$ cat config.mk
export PLATFORM = sky130hd
export DESIGN_NAME = master_port
export DESIGN_NICKNAME = d
export VERILOG_FILES = /design/src/rtl/master_port.sv
export SDC_FILE = /design/constraint.sdc
export NUM_CORES = 1
export LEC_CHECK = 0
export ABC_CLOCK_PERIOD_IN_PS = 2600
export BUFFER_PORTS_ARGS = -buffer_cell sky130_fd_sc_hd__clkbuf_2
export CAP_MARGIN = 10
export CORE_UTILIZATION = 58
export CTS_CLUSTER_DIAMETER = 80
export DETAILED_ROUTE_END_ITERATION = 8
export GPL_ROUTABILITY_DRIVEN = 0
export PLACE_DENSITY = 0.83
export SLEW_MARGIN = 25
export SYNTH_ARGS = -nofsm -noshare
export SYNTH_HDL_FRONTEND = slang
export SYNTH_SLANG_ARGS = --single-unit
$ cat constraint.sdc
create_clock -name clk -period 2.6 [get_ports clk]
set_input_delay 0.78 -clock clk [delete_from_list [all_inputs] [get_ports clk]]
set_output_delay 0.78 -clock clk [all_outputs]
set_load 0.005 [all_outputs]
$ cat src/rtl/master_port.sv
// master_port: parallel request to serial bus master (address/data shift-out, read shift-in).
// Optional response watchdog is enabled by defining MASTER_PORT_TIMEOUT_EN.
module master_port #(
  parameter int ADDR_W  = 12,
  parameter int DATA_W  = 8,
  parameter int TIMEOUT = 255
) (
  input  logic              clk,
  input  logic              rst,
  input  logic              req_valid,
  input  logic              req_wren,
  input  logic [ADDR_W-1:0] req_addr,
  input  logic [DATA_W-1:0] req_wdata,
  output logic              req_ready,
  output logic              rsp_valid,
  output logic [DATA_W-1:0] rsp_rdata,
  output logic              rsp_err,
  output logic              validIn,
  output logic              wren,
  output logic              Address,
  output logic              DataIn,
  input  logic              ready,
  input  logic              validOut,
  input  logic              DataOut
);

  localparam int CW = $clog2(ADDR_W + 1);

  typedef enum logic [2:0] {
    IDLE    = 3'd0,
    ADDR    = 3'd1,
    WAIT_WR = 3'd2,
    WAIT_RD = 3'd3,
    RD_DATA = 3'd4,
    DONE    = 3'd5
  } state_t;

  state_t            state_r, state_s;
  logic [ADDR_W-1:0] addr_sr_r, addr_sr_s;
  logic [DATA_W-1:0] data_sr_r, data_sr_s;
  logic [DATA_W-1:0] rd_sr_r, rd_sr_s;
  logic [DATA_W-1:0] rdata_r, rdata_s;
  logic [CW-1:0]     cnt_r, cnt_s;
  logic              dropped_r, dropped_s;
  logic              rd_bit_s;
  logic              req_ready_r, rsp_valid_r, err_r, validin_r, wren_r, address_r, datain_r;
  logic              rsp_valid_s, err_s, validin_s, wren_s, address_s, datain_s;

`ifdef MASTER_PORT_TIMEOUT_EN
  localparam int TW = $clog2(TIMEOUT + 1);
  logic [TW-1:0] tcnt_r, tcnt_s;
`else
  logic unused_timeout_s;
  assign unused_timeout_s = (TIMEOUT == 0);
`endif

  assign req_ready = req_ready_r;
  assign rsp_valid = rsp_valid_r;
  assign rsp_rdata = rdata_r;
  assign rsp_err   = err_r;
  assign validIn   = validin_r;
  assign wren      = wren_r;
  assign Address   = address_r;
  assign DataIn    = datain_r;

  // Next-state and next-output computation for the transaction sequencer
  always_comb begin
    state_s     = state_r;
    addr_sr_s   = addr_sr_r;
    data_sr_s   = data_sr_r;
    rd_sr_s     = rd_sr_r;
    rdata_s     = rdata_r;
    cnt_s       = cnt_r;
    dropped_s   = dropped_r;
    rsp_valid_s = 1'b0;
    err_s       = err_r;
    validin_s   = validin_r;
    wren_s      = wren_r;
    address_s   = 1'b0;
    datain_s    = 1'b0;
    // Once validOut falls during a read burst, every remaining bit reads as 0
    rd_bit_s    = validOut & DataOut & ~dropped_r;
    case (state_r)
      IDLE: begin
        if (req_valid) begin
          state_s   = ADDR;
          addr_sr_s = req_addr;
          data_sr_s = req_wren ? req_wdata : {DATA_W{1'b0}};
          validin_s = 1'b1;
          wren_s    = req_wren;
          cnt_s     = {CW{1'b0}};
        end else begin
          validin_s = 1'b0;
          wren_s    = 1'b0;
        end
      end
      ADDR: begin
        if (cnt_r == CW'(ADDR_W)) begin
          validin_s = 1'b0;
          state_s   = wren_r ? WAIT_WR : WAIT_RD;
        end else begin
          address_s = addr_sr_r[ADDR_W-1];
          addr_sr_s = addr_sr_r << 1;
          // Write data rides alongside the last DATA_W address bits
          if (cnt_r >= CW'(ADDR_W - DATA_W)) begin
            datain_s  = data_sr_r[DATA_W-1];
            data_sr_s = data_sr_r << 1;
          end else begin
            datain_s  = 1'b0;
          end
          cnt_s = cnt_r + CW'(1);
        end
      end
      WAIT_WR: begin
        if (ready) begin
          state_s     = DONE;
          wren_s      = 1'b0;
          rsp_valid_s = 1'b1;
          rdata_s     = {DATA_W{1'b0}};
          err_s       = 1'b0;
        end else begin
          state_s = WAIT_WR;
        end
      end
      WAIT_RD: begin
        if (validOut) begin
          rd_sr_s   = DATA_W'(DataOut);
          cnt_s     = CW'(1);
          dropped_s = 1'b0;
          if (DATA_W == 1) begin
            state_s     = DONE;
            rdata_s     = DATA_W'(DataOut);
            rsp_valid_s = 1'b1;
            err_s       = 1'b0;
          end else begin
            state_s = RD_DATA;
          end
        end else begin
          state_s = WAIT_RD;
        end
      end
      RD_DATA: begin
        dropped_s = dropped_r | ~validOut;
        rd_sr_s   = (rd_sr_r << 1) | DATA_W'(rd_bit_s);
        cnt_s     = cnt_r + CW'(1);
        if (cnt_r == CW'(DATA_W - 1)) begin
          state_s     = DONE;
          rdata_s     = (rd_sr_r << 1) | DATA_W'(rd_bit_s);
          rsp_valid_s = 1'b1;
          err_s       = 1'b0;
        end else begin
          state_s = RD_DATA;
        end
      end
      DONE: begin
        state_s = IDLE;
      end
      default: begin
        state_s = IDLE;
      end
    endcase
`ifdef MASTER_PORT_TIMEOUT_EN
    tcnt_s = {TW{1'b0}};
    if ((state_r == WAIT_WR || state_r == WAIT_RD || state_r == RD_DATA) && state_s == state_r) begin
      if (tcnt_r == TW'(TIMEOUT - 1)) begin
        state_s     = DONE;
        rsp_valid_s = 1'b1;
        err_s       = 1'b1;
        rdata_s     = {DATA_W{1'b0}};
        wren_s      = 1'b0;
      end else begin
        tcnt_s = tcnt_r + TW'(1);
      end
    end else begin
      tcnt_s = {TW{1'b0}};
    end
`endif
  end

  // State and registered output update with synchronous reset
  always_ff @(posedge clk) begin
    if (rst) begin
      state_r     <= IDLE;
      addr_sr_r   <= {ADDR_W{1'b0}};
      data_sr_r   <= {DATA_W{1'b0}};
      rd_sr_r     <= {DATA_W{1'b0}};
      rdata_r     <= {DATA_W{1'b0}};
      cnt_r       <= {CW{1'b0}};
      dropped_r   <= 1'b0;
      req_ready_r <= 1'b1;
      rsp_valid_r <= 1'b0;
      err_r       <= 1'b0;
      validin_r   <= 1'b0;
      wren_r      <= 1'b0;
      address_r   <= 1'b0;
      datain_r    <= 1'b0;
    end else begin
      state_r     <= state_s;
      addr_sr_r   <= addr_sr_s;
      data_sr_r   <= data_sr_s;
      rd_sr_r     <= rd_sr_s;
      rdata_r     <= rdata_s;
      cnt_r       <= cnt_s;
      dropped_r   <= dropped_s;
      req_ready_r <= (state_s == IDLE);
      rsp_valid_r <= rsp_valid_s;
      err_r       <= err_s;
      validin_r   <= validin_s;
      wren_r      <= wren_s;
      address_r   <= address_s;
      datain_r    <= datain_s;
    end
  end

`ifdef MASTER_PORT_TIMEOUT_EN
  // Watchdog counter for the slave-wait states
  always_ff @(posedge clk) begin
    if (rst) begin
      tcnt_r <= {TW{1'b0}};
    end else begin
      tcnt_r <= tcnt_s;
    end
  end
`endif

endmodule

## Word level (Yosys, flattened, before mapping)

Index checks and enable logic that the tools add are counted.

- Input port bits: 27
- Register bits: 50

- $lt $le $gt $ge: 1
- Equal/unequal tests: 13
- Add/subtract/negate cells: 1
- Reduce and logical (&&, ||, !) cells: 16
- Bitwise operators: 8
- Mux-type cells: 37

Operators with widths:

| operator | number |
|---|---|
| 8-bit 2-to-1 mux | 6 |
| 8-bit one-hot mux with 2 select lines | 2 |
| 12-bit 2-to-1 mux | 2 |
| 12-bit one-hot mux with 2 select lines | 1 |
| 4-bit one-hot mux with 4 select lines | 1 |
| 3-bit one-hot mux with 5 select lines | 1 |
| 2-bit != test (second input constant) | 7 |
| 7-bit one-hot mux with 2 select lines | 1 |
| 3-bit 2-to-1 mux | 4 |
| 4-bit 2-to-1 mux | 3 |
| 1-bit 2-to-1 mux | 10 |
| 1-bit one-hot mux with 2 select lines | 5 |
| 8-bit by 1-bit bitwise OR with 8-bit output | 1 |
| 4-bit AND reduction | 2 |
| 2-bit nonzero test | 4 |
| 7-bit 2-to-1 mux | 1 |
| 3-bit by 2-bit equality test with 1-bit output (second input constant) | 2 |
| 3-bit logical NOT | 2 |
| 2-bit AND reduction | 3 |
| 3-bit AND reduction | 2 |
| 4-bit by 1-bit adder with 4-bit output (second input constant) | 1 |
| 4-bit by 3-bit equality test with 1-bit output (second input constant) | 1 |
| 4-bit equality test (second input constant) | 1 |
| 4-bit by 3-bit >= comparator with 1-bit output (second input constant) | 1 |
| 8 further kinds | 12 |

## Longest topological paths before layout

- Depth after elaboration: 5
- Depth in mapped cells: 7

## Worst setup path after synthesis

No wires, ideal clock.

- Path type: input to register
- From: input port req_valid
- To: register data_sr_r[4]
- Arrival time: 1.818 ns
- Path slack: 0.644 ns
- Cell stages on the path: 5
- Cell sequence: or4b_1 o21ai_2 and2_1 buf_4 a311oi_2

- Cells in the longest elaborated chain, start to end: 2

Ends and longest elaborated chain:

| element | RTL line | source |
|---|---|---|
| from (decl) | 10 | `input logic req_valid,` |
| 2-bit != test (no source line) | n/a |  |
| 4-bit AND reduction (no source line) | n/a |  |
| to (signal assigned) | 185 | `data_sr_r <= {DATA_W{1'b0}};` |
| to (signal assigned) | 200 | `data_sr_r <= data_sr_s;` |
| to (decl) | 40 | `logic [DATA_W-1:0] data_sr_r, data_sr_s;` |

No other way between the ends.
A chain may end at the register's enable or synchronous reset.

## Worst setup path in the final report

- From: register state_r[0]
- To: register data_sr_r[3]

- Cells in the longest elaborated chain, start to end: 3
- Elaborated cells on any way between the ends: 8
- Those cells by class: eq/ne: 4; mux: 1; reduce/logical: 3

Ends and longest elaborated chain:

| element | RTL line | source |
|---|---|---|
| from (decl) | 38 | `state_t state_r, state_s;` |
| from (signal assigned) | 198 | `state_r <= state_s;` |
| 3-bit by 1-bit equality test with 1-bit output or 3-bit logical NOT (tied branches) | 83 | `case (state_r)` |
| 2-bit != test (no source line) or 2-bit nonzero test (tied branches) | n/a |  |
| 4-bit AND reduction (no source line) | n/a |  |

Parallel ways exist; a longest one is shown, timed or not.

==> results.sh <==
export IMPL_outcome="completed"
export IMPL_postSynthNetCount=292
export IMPL_first_global_vias=1715
export IMPL_ant_nets=0
export IMPL_timing_critical_path_fanout_max=15
export IMPL_critical_path_required_ns=2.76
export IMPL_synth_sequential_area_ratio_pct=44.37
export IMPL_drcViolationCount=0
export IMPL_setup_tns_after_final_layout_ns=0
export IMPL_clkTransAtPathRegs_ns=0.09
export IMPL_syn_inst=263
export IMPL_wirelength_mm=4.538
export IMPL_worst_path_buf_inv=0
export IMPL_synth_enable_flop_cells=0
export IMPL_number_of_antenna_violations_at_the_first_check_in_global_routing=0
export IMPL_detail_route_first_pass_iterations=4
export IMPL_timing_fmax_mhz=451.1
export IMPL_area_growth_syn_to_layout_pct=15.11
export IMPL_drt_initial_drc_count=124
export IMPL_row_count=22
export IMPL_distinct_cell_type_count_after_synthesis=44
export IMPL_postCtsHoldBufs=0
export IMPL_reg2regPathDepth=4
export IMPL_postSynth_topFlopCell="sky130_fd_sc_hd__dfxtp_1"
export IMPL_floorplan_core_area_um2=3661
export IMPL_post_route_cells_drive_above_1_share_pct=22.22
export IMPL_cts_htree_levels=2
export IMPL_power_density_nw_per_um2=596.9
export IMPL_dieWidth_um=63.74
export IMPL_antenna_cells=0
export IMPL_cts_buffers=5
export IMPL_hold_viol=0
export IMPL_post_synth_instance_area_um2=2211
export IMPL_grt_setup_unrepaired="false"
export IMPL_floorplan_die_height_um=63.74
export IMPL_start_util_pct=60.39
export IMPL_min_to="rsp_rdata[7]$_SDFFE_PP0P_"
export IMPL_finalCriticalPeriod_ns=2.217
export IMPL_ys_ff_latch=49
export IMPL_drv_cap=0
export IMPL_min_delay_start="rd_sr_r[6]$_SDFFE_PP0P_"
export IMPL_grt_start_max_net_pins=33
export IMPL_finish_net_count=326
export IMPL_placement_setup_worst_slack_ns=0.1984
export IMPL_hpwl_mm=3.138
export IMPL_yosys_warnings=0
export IMPL_yosys_top_cells_count="sky130_fd_sc_hd__dfxtp_1, sky130_fd_sc_hd__nand2_1, sky130_fd_sc_hd__nor2_1"
export IMPL_path_class="reg2reg"
export IMPL_worst_max_slew_pin_slew_ns=0.7051
export IMPL_critical_path_endpoint_type="flip-flop"
export IMPL_final_setup_violations=0
export IMPL_timing_final_max_slew_violations=0
export IMPL_worst_hold_path_num_cells=2
export IMPL_async_reset_ff_share_pct=0
export IMPL_synth_largest_area_cell="sky130_fd_sc_hd__dfxtp_1"
export IMPL_min_path_type="reg2reg"
export IMPL_slowest_delay_ns=0.60
export IMPL_cp_arrival_ns=2.38
export IMPL_syn_area_per_cell_um2=8.406
export IMPL_boundary_pins=42
export IMPL_vias=1995
export IMPL_track_usage_pct=24.81
export IMPL_cts_buffer_depth=2
export IMPL_clock_tree_root_cell="sky130_fd_sc_hd__clkbuf_8"
export IMPL_first_pass_grt_wire_length_mm=7.900
export IMPL_final_setup_skew_ns=0.006074
export IMPL_cp_top_family="simple AND/OR/NAND/NOR gates"
export IMPL_timing_final_crit_share_pct=85.26
export IMPL_post_synth_top_count_cell="sky130_fd_sc_hd__dfxtp_1"
export IMPL_path_cells="or3b_1 > o21ai_2 > and2_1 > a311oi_2"
export IMPL_synth_top_cell_area_share_pct=44.37
export IMPL_cts_tree="yes"
export IMPL_power_leakage_nw=0.9952
export IMPL_drt_wirelength_per_cell_um=13.15
export IMPL_slew_limit_headroom_pct=53.00
export IMPL_cts_resized=0
export IMPL_clock_insertion_delay_worst_skew_ns=0.30
export IMPL_vias_per_cell=5.783
export IMPL_fp_dieArea_um2=4063
export IMPL_critical_path_slowest_cell="sky130_fd_sc_hd__dfxtp_1"
export IMPL_setup_worst_path_start_class="flip-flop"
export IMPL_synth_area_top_cells="sky130_fd_sc_hd__dfxtp_1, sky130_fd_sc_hd__nand2_1, sky130_fd_sc_hd__a21oi_1"
export IMPL_capturing_point_of_the_worst_reg2reg_path="data_sr_r[3]$_SDFFE_PP0P_"
export IMPL_clock_sink_count=49
export IMPL_crit_reg2reg_launch="state_r[0]$_SDFF_PP0_"
export IMPL_post_route_worst_setup_slack_ns=0.3834
export IMPL_post_cts_buffers=0
export IMPL_congestion_overflow_gr=0
export IMPL_io_buffers=40
export IMPL_regToRegSetupSlack_ns=0.38
export IMPL_ir_drop_uv=530.7
## worst reg2reg max path, stage by stage, from the launching register on
cell and delay, ns:
sky130_fd_sc_hd__dfxtp_1 0.60, sky130_fd_sc_hd__or3b_1 0.53, sky130_fd_sc_hd__o21ai_2 0.34, sky130_fd_sc_hd__and2_1 0.44
sky130_fd_sc_hd__a311oi_2 0.16
## per-layer routing
| layer | part of all wire, % | routed length (um) | track usage (%) |
|---|---|---|---|
| met5 | 0 | 0 | 0 |
| met2 | 44 | 2000 | 36.04 |
| met4 | 1.8 | 80 | 9.375 |
| met1 | 49 | 2220 | 35.36 |
| met3 | 5.2 | 236 | 5.893 |
## logic make-up (layout without fill, tap and decap cells)
group	Yosys count	count (layout)	synth area share, %
XOR/XNOR	1	1	0.3962
other	1	1	0.1696
AND/OR/NAND/NOR	115	115	25.18
buffers and inverters	26	60	5.150
flip-flops	49	49	44.37
AO/OA/AOI/OAI	69	69	23.60
adder cells (fa/ha/maj)	2	2	1.132
## power breakdown
group | leakage [nW] | total, W | internal (W) | switching, W
Combinational | 0.541 | 0.000182 | 0.0000781 | 0.000104
Clock | 0.0540 | 0.000528 | 0.000280 | 0.000248
Sequential | 0.400 | 0.000810 | 0.000787 | 0.0000233
Total | 0.995 | 0.00152 | 0.00114 | 0.000375
## placed cells by master (no fill, tap or decap), drive strengths merged, types with 2 or more instances in the layout
| cell type | netlist | layout |
|---|---|---|
| dfxtp | 49 | 49 |
| nand2 | 45 | 45 |
| clkbuf | 8 | 45 |
| nor2 | 28 | 28 |
| a21oi | 26 | 26 |
| a311oi | 19 | 19 |
| nand3 | 11 | 11 |
| nand3b | 9 | 9 |
| buf | 13 | 8 |
| a22oi | 6 | 6 |
| inv | 5 | 5 |
| o21ai | 5 | 5 |
| or3 | 4 | 4 |
| nor3b | 3 | 3 |
| and3 | 2 | 2 |
| nor4b | 2 | 2 |
| a21o | 2 | 2 |
| nor2b | 2 | 2 |
| o31ai | 2 | 2 |
| ha | 2 | 2 |
| or2 | 2 | 2 |
## final cells by class
type,count,area [um2]
clock buffers,5,68.82
clock inverters,2,35.03
fillers,310,1116
inverters,5,18.77
multi-input cells,188,1121
flip-flops and latches,49,980.9
well taps,48,60.06
repair buffers,48,260.3
## worst max path at each step
stage | from | endpoint | cells after the start
floorplan | req_valid | data_sr_r[4]$_SDFFE_PP0P_ | 5
global placement | req_valid | data_sr_r[3]$_SDFFE_PP0P_ | 5
detailed placement | req_valid | data_sr_r[3]$_SDFFE_PP0P_ | 5
CTS | state_r[0]$_SDFF_PP0_ | data_sr_r[3]$_SDFFE_PP0P_ | 4
global route | state_r[0]$_SDFF_PP0_ | data_sr_r[4]$_SDFFE_PP0P_ | 4
finish | state_r[0]$_SDFF_PP0_ | data_sr_r[3]$_SDFFE_PP0P_ | 4
## stage by stage
| step | hold WS (ns) | std cells | utilization, % | power (W) | cell area [um2] |
|---|---|---|---|---|---|
| 2_1_floorplan | 0.4316 | 263 | - | 0.0009553 | 2211 |
| 3_3_place_gp | 0.4458 | 338 | 66.68 | 0.001003 | 2441 |
| 3_5_place_dp | 0.4546 | 338 | 66.68 | 0.001009 | 2441 |
| 4_1_cts | 0.4664 | 345 | 69.51 | 0.001526 | 2545 |
| 5_1_grt | 0.4840 | 345 | 69.51 | 0.001587 | 2545 |
| 6_report | 0.4613 | 345 | 69.51 | 0.001519 | 2545 |
## registers in the layout (all words and copies together) (netlist names)
| signal | count |
|---|---|
| rsp_rdata | 8 |
| cnt_r | 4 |
| addr_sr_r | 12 |
| wren | 1 |
| validIn | 1 |
| data_sr_r | 8 |
| rd_sr_r | 7 |
| req_ready | 1 |
| rsp_valid | 1 |
| Address | 1 |
| state_r | 3 |
| dropped_r | 1 |
| DataIn | 1 |
No activity file was read; power rests on OpenSTA's default activity.
